**src/rtl/versat_run_ctrl.sv**
```systemverilog
// versat_run_ctrl: run sequencer for a datapath.
// Constants are double-buffered. Host writes go to a shadow bank, which is
// copied into the active bank on the COMMIT cycle of each run. The controller
// issues a one-cycle run pulse, then waits for unit_done or for an optional
// cycle timeout, and reports the result.
module versat_run_ctrl #(
  parameter int DATA_W    = 32,
  parameter int NUM_CONST = 4,
  parameter int CNT_W     = 16
) (
  input  logic                         clk,
  input  logic                         rst,
  input  logic                         cfg_valid,
  input  logic [$clog2(NUM_CONST)-1:0] cfg_addr,
  input  logic [DATA_W-1:0]            cfg_data,
  output logic                         cfg_ready,
  input  logic                         start,
  input  logic [CNT_W-1:0]             run_len,
  input  logic                         abort,
  input  logic                         unit_done,
  output logic                         run,
  output logic [NUM_CONST*DATA_W-1:0]  const_out,
  output logic                         busy,
  output logic                         done,
  output logic                         timeout,
  output logic [CNT_W-1:0]             cycle_count
);

  localparam int               ADDR_W  = $clog2(NUM_CONST);
  localparam logic [CNT_W-1:0] CNT_ONE = CNT_W'(1);
  localparam logic [CNT_W-1:0] CNT_MAX = '1;

  typedef enum logic [2:0] {ST_IDLE, ST_COMMIT, ST_RUN, ST_WAIT, ST_DONE} state_e;

  state_e           state_q, state_d;
  logic [CNT_W-1:0] len_q;        // run_len captured when the run is accepted
  logic [CNT_W-1:0] cnt_q;        // remaining cycles before timeout
  logic [CNT_W-1:0] cyc_q;        // cycles spent in WAIT, saturating
  logic             timeout_q;
  logic             ready_q;      // low while in reset and for the release edge
  logic             wait_expire;  // WAIT leaving because the counter ran out
  logic             wr_en;
  logic             commit_en;

  // State register.
  always_ff @(posedge clk) begin
    if (!rst) state_q <= ST_IDLE;
    else      state_q <= state_d;
  end

  // Next-state logic. Abort beats completion, and completion beats timeout.
  always_comb begin
    state_d     = state_q;
    wait_expire = 1'b0;
    case (state_q)
      ST_IDLE:   if (start) state_d = ST_COMMIT;
      ST_COMMIT: state_d = abort ? ST_IDLE : ST_RUN;
      ST_RUN:    state_d = abort ? ST_IDLE : ST_WAIT;
      ST_WAIT: begin
        if (abort) begin
          state_d = ST_IDLE;
        end else if (unit_done) begin
          state_d = ST_DONE;
        end else if (len_q != '0 && cnt_q == CNT_ONE) begin
          state_d     = ST_DONE;
          wait_expire = 1'b1;
        end
      end
      ST_DONE:   state_d = ST_IDLE;
      default:   state_d = ST_IDLE;
    endcase
  end

  // Counters and result flags. Results persist until the next RUN clears them.
  always_ff @(posedge clk) begin
    if (!rst) begin
      len_q     <= '0;
      cnt_q     <= '0;
      cyc_q     <= '0;
      timeout_q <= 1'b0;
      ready_q   <= 1'b0;
    end else begin
      ready_q <= 1'b1;
      if (state_q == ST_IDLE && start) len_q <= run_len;
      if (state_q == ST_RUN) begin
        cnt_q     <= len_q;
        cyc_q     <= '0;
        timeout_q <= 1'b0;
      end
      if (state_q == ST_WAIT) begin
        if (cyc_q != CNT_MAX) cyc_q <= cyc_q + CNT_ONE;
        if (cnt_q != '0)      cnt_q <= cnt_q - CNT_ONE;
        if (state_d == ST_DONE) timeout_q <= wait_expire;
      end
    end
  end

  assign cfg_ready = ready_q && (state_q != ST_COMMIT);
  assign wr_en     = cfg_valid && cfg_ready;
  assign commit_en = (state_q == ST_COMMIT) && !abort;

  // Each slot keeps its own shadow and active registers. An aborted COMMIT
  // leaves the active copy untouched.
  generate
    for (genvar gi = 0; gi < NUM_CONST; gi++) begin : g_slot
      logic [DATA_W-1:0] shadow_q;
      logic [DATA_W-1:0] active_q;

      // Shadow write from the host and shadow-to-active transfer on commit.
      always_ff @(posedge clk) begin
        if (!rst) begin
          shadow_q <= '0;
          active_q <= '0;
        end else begin
          if (wr_en && cfg_addr == ADDR_W'(gi)) shadow_q <= cfg_data;
          if (commit_en) active_q <= shadow_q;
        end
      end

      assign const_out[gi*DATA_W +: DATA_W] = active_q;
    end
  endgenerate

  assign run         = (state_q == ST_RUN);
  assign done        = (state_q == ST_DONE);
  assign busy        = (state_q != ST_IDLE);
  assign timeout     = timeout_q;
  assign cycle_count = cyc_q;

endmodule

```
**config.mk**
```make
export PLATFORM = sky130hd
export DESIGN_NAME = versat_run_ctrl
export DESIGN_NICKNAME = d
export VERILOG_FILES = /design/src/rtl/versat_run_ctrl.sv
export SDC_FILE = /design/constraint.sdc
export NUM_CORES = 1
export LEC_CHECK = 0
export ABC_AREA = 0
export BUFFER_PORTS_ARGS = -buffer_cell sky130_fd_sc_hd__buf_2
export CELL_PAD_IN_SITES_DETAIL_PLACEMENT = 1
export CELL_PAD_IN_SITES_GLOBAL_PLACEMENT = 2
export CORE_MARGIN = 3
export CORE_UTILIZATION = 32
export DETAILED_ROUTE_END_ITERATION = 8
export PLACE_DENSITY_LB_ADDON = 0.08
export SLEW_MARGIN = 20
export SYNTH_ARGS = -nofsm -noshare
export SYNTH_HDL_FRONTEND = slang
export SYNTH_SLANG_ARGS = --single-unit
```
**constraint.sdc**
```tcl
create_clock -name clk -period 2.6 [get_ports clk]
set_input_delay 0.52 -clock clk [delete_from_list [all_inputs] [get_ports clk]]
set_output_delay 0.52 -clock clk [all_outputs]
set_load 0.02 [all_outputs]
```
---- Word level (Yosys, flattened, before mapping) ----
Cells that the tools add are included.
word-level totals
  register bits ........................... 309
  logic and storage cells ................. 62
cells by class
  add/subtract/negate cells ............... 2
  equality and inequality tests ........... 11
  muxes and demuxes ....................... 20
  reduce and logical (&&, ||, !) cells .... 15
operators by type and width
  kind                                                   number
  two-way mux 16 bit                                     6
  nonzero test 16 bit                                    2
  adder 16 x 1 -> 16 bit, second input constant          1
  equality test 16 x 1 -> 1 bit, second input constant   1
  inequality test 16 bit, second input constant          1
  subtractor 16 x 1 -> 16 bit, second input constant     1
  two-way mux 3 bit                                      4
  case mux 3 bit (4 select lines)                        1
  logical AND 1 bit                                      9
  two-way mux 1 bit                                      7
  equality test 3 x 2 -> 1 bit, second input constant    2
  equality test 3 bit, second input constant             2
  equality test 2 bit, second input constant             2
  two-way mux 2 bit                                      2
  equality test 3 x 1 -> 1 bit, second input constant    1
  logical NOT 3 bit                                      1
  inequality test 3 x 1 -> 1 bit, second input constant  1
  nonzero test 3 bit                                     1
  equality test 2 x 1 -> 1 bit, second input constant    1
  logical NOT 2 bit                                      1
  logical NOT 1 bit                                      1

---- Longest topological paths before layout ----
  depth after elaboration ................. 9
  depth in mapped cells ................... 8

---- Least setup slack after synthesis ----
OpenSTA, ideal clock, no wires.
  path kind ............................... register to register
  from .................................... register cyc_q[0], in the netlist cycle_count[0]
  to ...................................... register cyc_q[7], in the netlist cycle_count[7]
  arrival ................................. 1777 ps
  slack ................................... 709 ps
  cell stages (with the launch flop) ...... 7
  path buffers ............................ 0
  period minus slack after synthesis ...... 1891 ps
  cell sequence ........................... dfxtp_1 -> ha_1 -> nand3_1 -> nor4_4 -> a211o_1 -> o22ai_1 -> a21o_1
between the ends
  cells in the longest elaborated chain, start to end .. 3
  elaborated cells between the ends (all ways) .. 4
  those cells by class .................... 1 x add/sub; 1 x eq/ne; 2 x mux
ends and longest elaborated chain
  item                                                              line  RTL
  start, declared                                                   38    logic [CNT_W-1:0] cyc_q;
  start signal, assigned                                            91    if (cyc_q != CNT_MAX) cyc_q <= cyc_q + CNT_ONE;
  adder 16 x 1 -> 16 bit or inequality test 16 bit (tied branches)  91
  two-way mux 16 bit *                                              91
  two-way mux 16 bit *                                              90    if (state_q == ST_WAIT) begin
Every way passes the cells marked *; elsewhere a longest branch is shown, timed or not.
A chain may end at the register's enable or synchronous reset.

---- Final worst setup path ----
  from .................................... register state_q[0]
  to ...................................... output port run
between the ends
  cells in the longest elaborated chain, start to end .. 1
ends and longest elaborated chain
  item                          line  RTL
  start, declared               35    state_e state_q, state_d;
  start signal, assigned        48    else state_q <= state_d;
  equality test 3 x 2 -> 1 bit  124   assign run = (state_q == ST_RUN);
  end, declared                 21    output logic run,
No other way between the ends.

==> metrics.yaml <==
synthesis:
  synthesis.area_mm2: 0.01166
  netlist_top_cells_area: "dfxtp_1 (53%), nand2_1 (18%), a21oi_1 (12%)"
  synth_ff_type: "dfxtp_1"
  synth.avg_cell_area_um2: 7.968
  synth.distinct_cells: 64
  syn_nets: 1523
  synth_cells: 1463
  synth_async_sr_flop_share_pct: 0
  ys_ff_latch: 309
  synth.top_cell.area_share_pct: 53.06
  synth_edf_count: 0
  synth-seq-area-share_pct: 53.06
  yosysWarnings: 0
  synth_top_area_cell: "dfxtp_1"
sta:
  setup_viol: 0
  worst_slew_pin_slew_ps: 847.9
  fin_setup_tns_ps: 0
  period_share_pct: 90.93
  relSlewSlack_pct: 43.48
  fmax_mhz: 423.0
  maxSlewViolCount: 0
  rsz0062_at_grt: "false"
  min_period_ps: 2364
  worst_clock_skew_ps: 14.39
  finalHoldViolCount: 0
clock_network:
  clk_pin_slew_ps: 50
  cts_resized: 0
  clockRootBuffer: "clkbuf_16"
  htreeDepth: 2
  post_cts_buffers: 0
  cts_buffers: 37
  clk_latency_ps: 520
  clock_sinks: 309
  cts_tree: "done"
  cts_hold_buf: 0
  cts_buffer_depth: 3
critical_path:
  rr_endpoint: "g_slot[0].shadow_q[3]$_SDFFE_PN0P_"
  worstPathArrival_ps: 1840
  worst-setup-path-type: "flip-flop to output port"
  rrSetupSlack_ps: 400
  rr_worst_depth: 5
  critical_path.max_fanout: 14
  r2r_start: "state_q[1]$_SDFF_PN0_"
  crit_required_ps: 2080
  startpoint_type: "flip-flop"
  critPathCaptureType: "output port"
power:
  leakagePower_nw: 5.482
  power_density_mw_per_mm2: 732.8
  worst_ir_drop_vdd_mv: 0.4401
  report.power.total_mw: 10.56
flow_run:
  maxCapViolCount: 0
floorplanning:
  die_area_mm2: 0.03876
  initial_utilization_pct: 32.62
  coreArea_mm2: 0.03574
  die_height_um: 196.9
  die_w_um: 196.9
  rows: 69
  boundaryPins: 205
placement:
  dp_hpwl_um: 25780
  io_buffers: 204
  gp_congestion: 0.8001
global_routing:
  antenna_found_initial: 3
  grt_pass1_vias: 10701
  grt_max_degree: 79
  grt_usage_pct: 19.48
  grt_overflow: 0
  grt_pass1_wl_um: 60640
route:
  drc: 0
  routed_wl_um: 38720
  vias_per_cell: 4.966
  drt-initial-drc-count: 319
  ant_nets: 0
  vias: 10612
  dr.pass1.iters: 4
  drt-wirelength-per-cell_um: 18.12
finish:
  fill_cells: 4347
  nets: 1707
  syn_to_final_growth_pct: 23.56
  drive_gt1_share_pct: 19.77
worst_hold_path:
  min_from: "run_len[9]"
  hold_end: "len_q[9]$_SDFFE_PN0P_"
  hp-class: "primary input to flip-flop"
  holdPathStages: 3
status:
  status: "finished, final reports clean"
==> power breakdown <==
group	internal (mW)	switching (mW)	total [mW]	leakage [nW]
clock	3.08	2.07	5.15	0.599
combinational	0.171	0.389	0.560	2.39
sequential	4.80	0.0449	4.85	2.50
==> cells by family (layout without fill, tap and decap cells) <==
logic type	after synthesis	count (layout)	share of synthesized area [%]
flip-flops	309	309	53.06
XOR/XNOR	1	1	0.07515
adder cells (fa/ha/maj)	4	4	0.4293
AND/OR/NAND/NOR	679	679	24.61
buffers and inverters	112	323	5.120
AO/OA/AOI/OAI	354	354	16.30
multiplexers	4	4	0.3971
other	0	2	0
==> how the worst max path moves through the flow <==
stage	startpoint	endpoint	cells after the start
2_1_floorplan	cycle_count[0]$_SDFF_PN0_	cycle_count[7]$_SDFF_PN0_	6
3_3_place_gp	state_q[1]$_SDFF_PN0_	g_slot[0].shadow_q[11]$_SDFFE_PN0P_	5
6_report	state_q[0]$_SDFF_PN0_	run	5
4_1_cts	state_q[0]$_SDFF_PN0_	run	5
3_5_place_dp	state_q[1]$_SDFF_PN0_	g_slot[0].shadow_q[3]$_SDFFE_PN0P_	5
5_1_grt	state_q[0]$_SDFF_PN0_	run	5
==> Yosys cell counts, types with 5 or more instances <==
| master | instances |
|---|---|
| nand2_1 | 572 |
| buf_6 | 15 |
| a21oi_1 | 289 |
| nand3_1 | 20 |
| a31oi_1 | 11 |
| buf_4 | 7 |
| nor2_1 | 13 |
| nand4_1 | 5 |
| o21ai_0 | 13 |
| dfxtp_1 | 309 |
| buf_2 | 30 |
| and3_1 | 10 |
| clkbuf_1 | 46 |
| nor3_1 | 7 |
| nor4_1 | 9 |
| o21ai_1 | 6 |
| inv_1 | 13 |
| and2_1 | 5 |
| or3_1 | 7 |
==> per-stage QoR <==
step                      cells  hold WS, ps  setup slack, ps  util [%]  area (um2)
final                      2137        239.6            235.8     40.30       14400
after floorplan            1463        432.1            708.8         -       11660
after global routing       2136        229.6            111.2     40.29       14400
after global placement     2069        438.2            478.0     36.91       13190
after detailed placement   2069        444.0            403.3     36.91       13190
after CTS                  2135        217.0            218.4     40.29       14400
==> placed cells by master, fill, tap and decap left out, types with 11 or more instances in the layout <==
master,instances
a21oi_1,289
a31oi_1,11
buf_12,12
buf_2,204
buf_4,27
clkbuf_16,37
dfxtp_1,309
inv_1,12
nand2_1,572
nand3_1,20
nor2_1,12
o21ai_0,13
==> registers in the layout, summed over array words and instances (netlist names) <==
name / cells
g_slot.active_q: 128
g_slot.shadow_q: 128
cnt_q: 16
cycle_count: 16
len_q: 16
state_q: 3
ready_q: 1
timeout: 1
==> critical path, cell delays in order (launching register included) <==
cell	delay, ps
dfxtp_1	330
buf_4	210
nor2_1	90
nand2_1	100
clkinv_1	310
buf_2	290
==> per-layer routing <==
layer	GRT usage, %	routed length [um]
met5	0	12
met4	5.174	793
met3	3.453	1609
met2	32.10	17890
met1	26.51	18420
==> layout make-up <==
cell class	instances	area [um2]	area share, %
diodes	2	5.005	0.03475
clock buffers	51	1069	7.418
clock inverters	15	137.6	0.9555
inverters	14	60.06	0.4170
multi-input cells	1042	4906	34.06
flip-flops and latches	309	6186	42.95
well taps	461	576.8	4.005
repair buffers	243	1464	10.16
(Power assumes the default switching activity.)
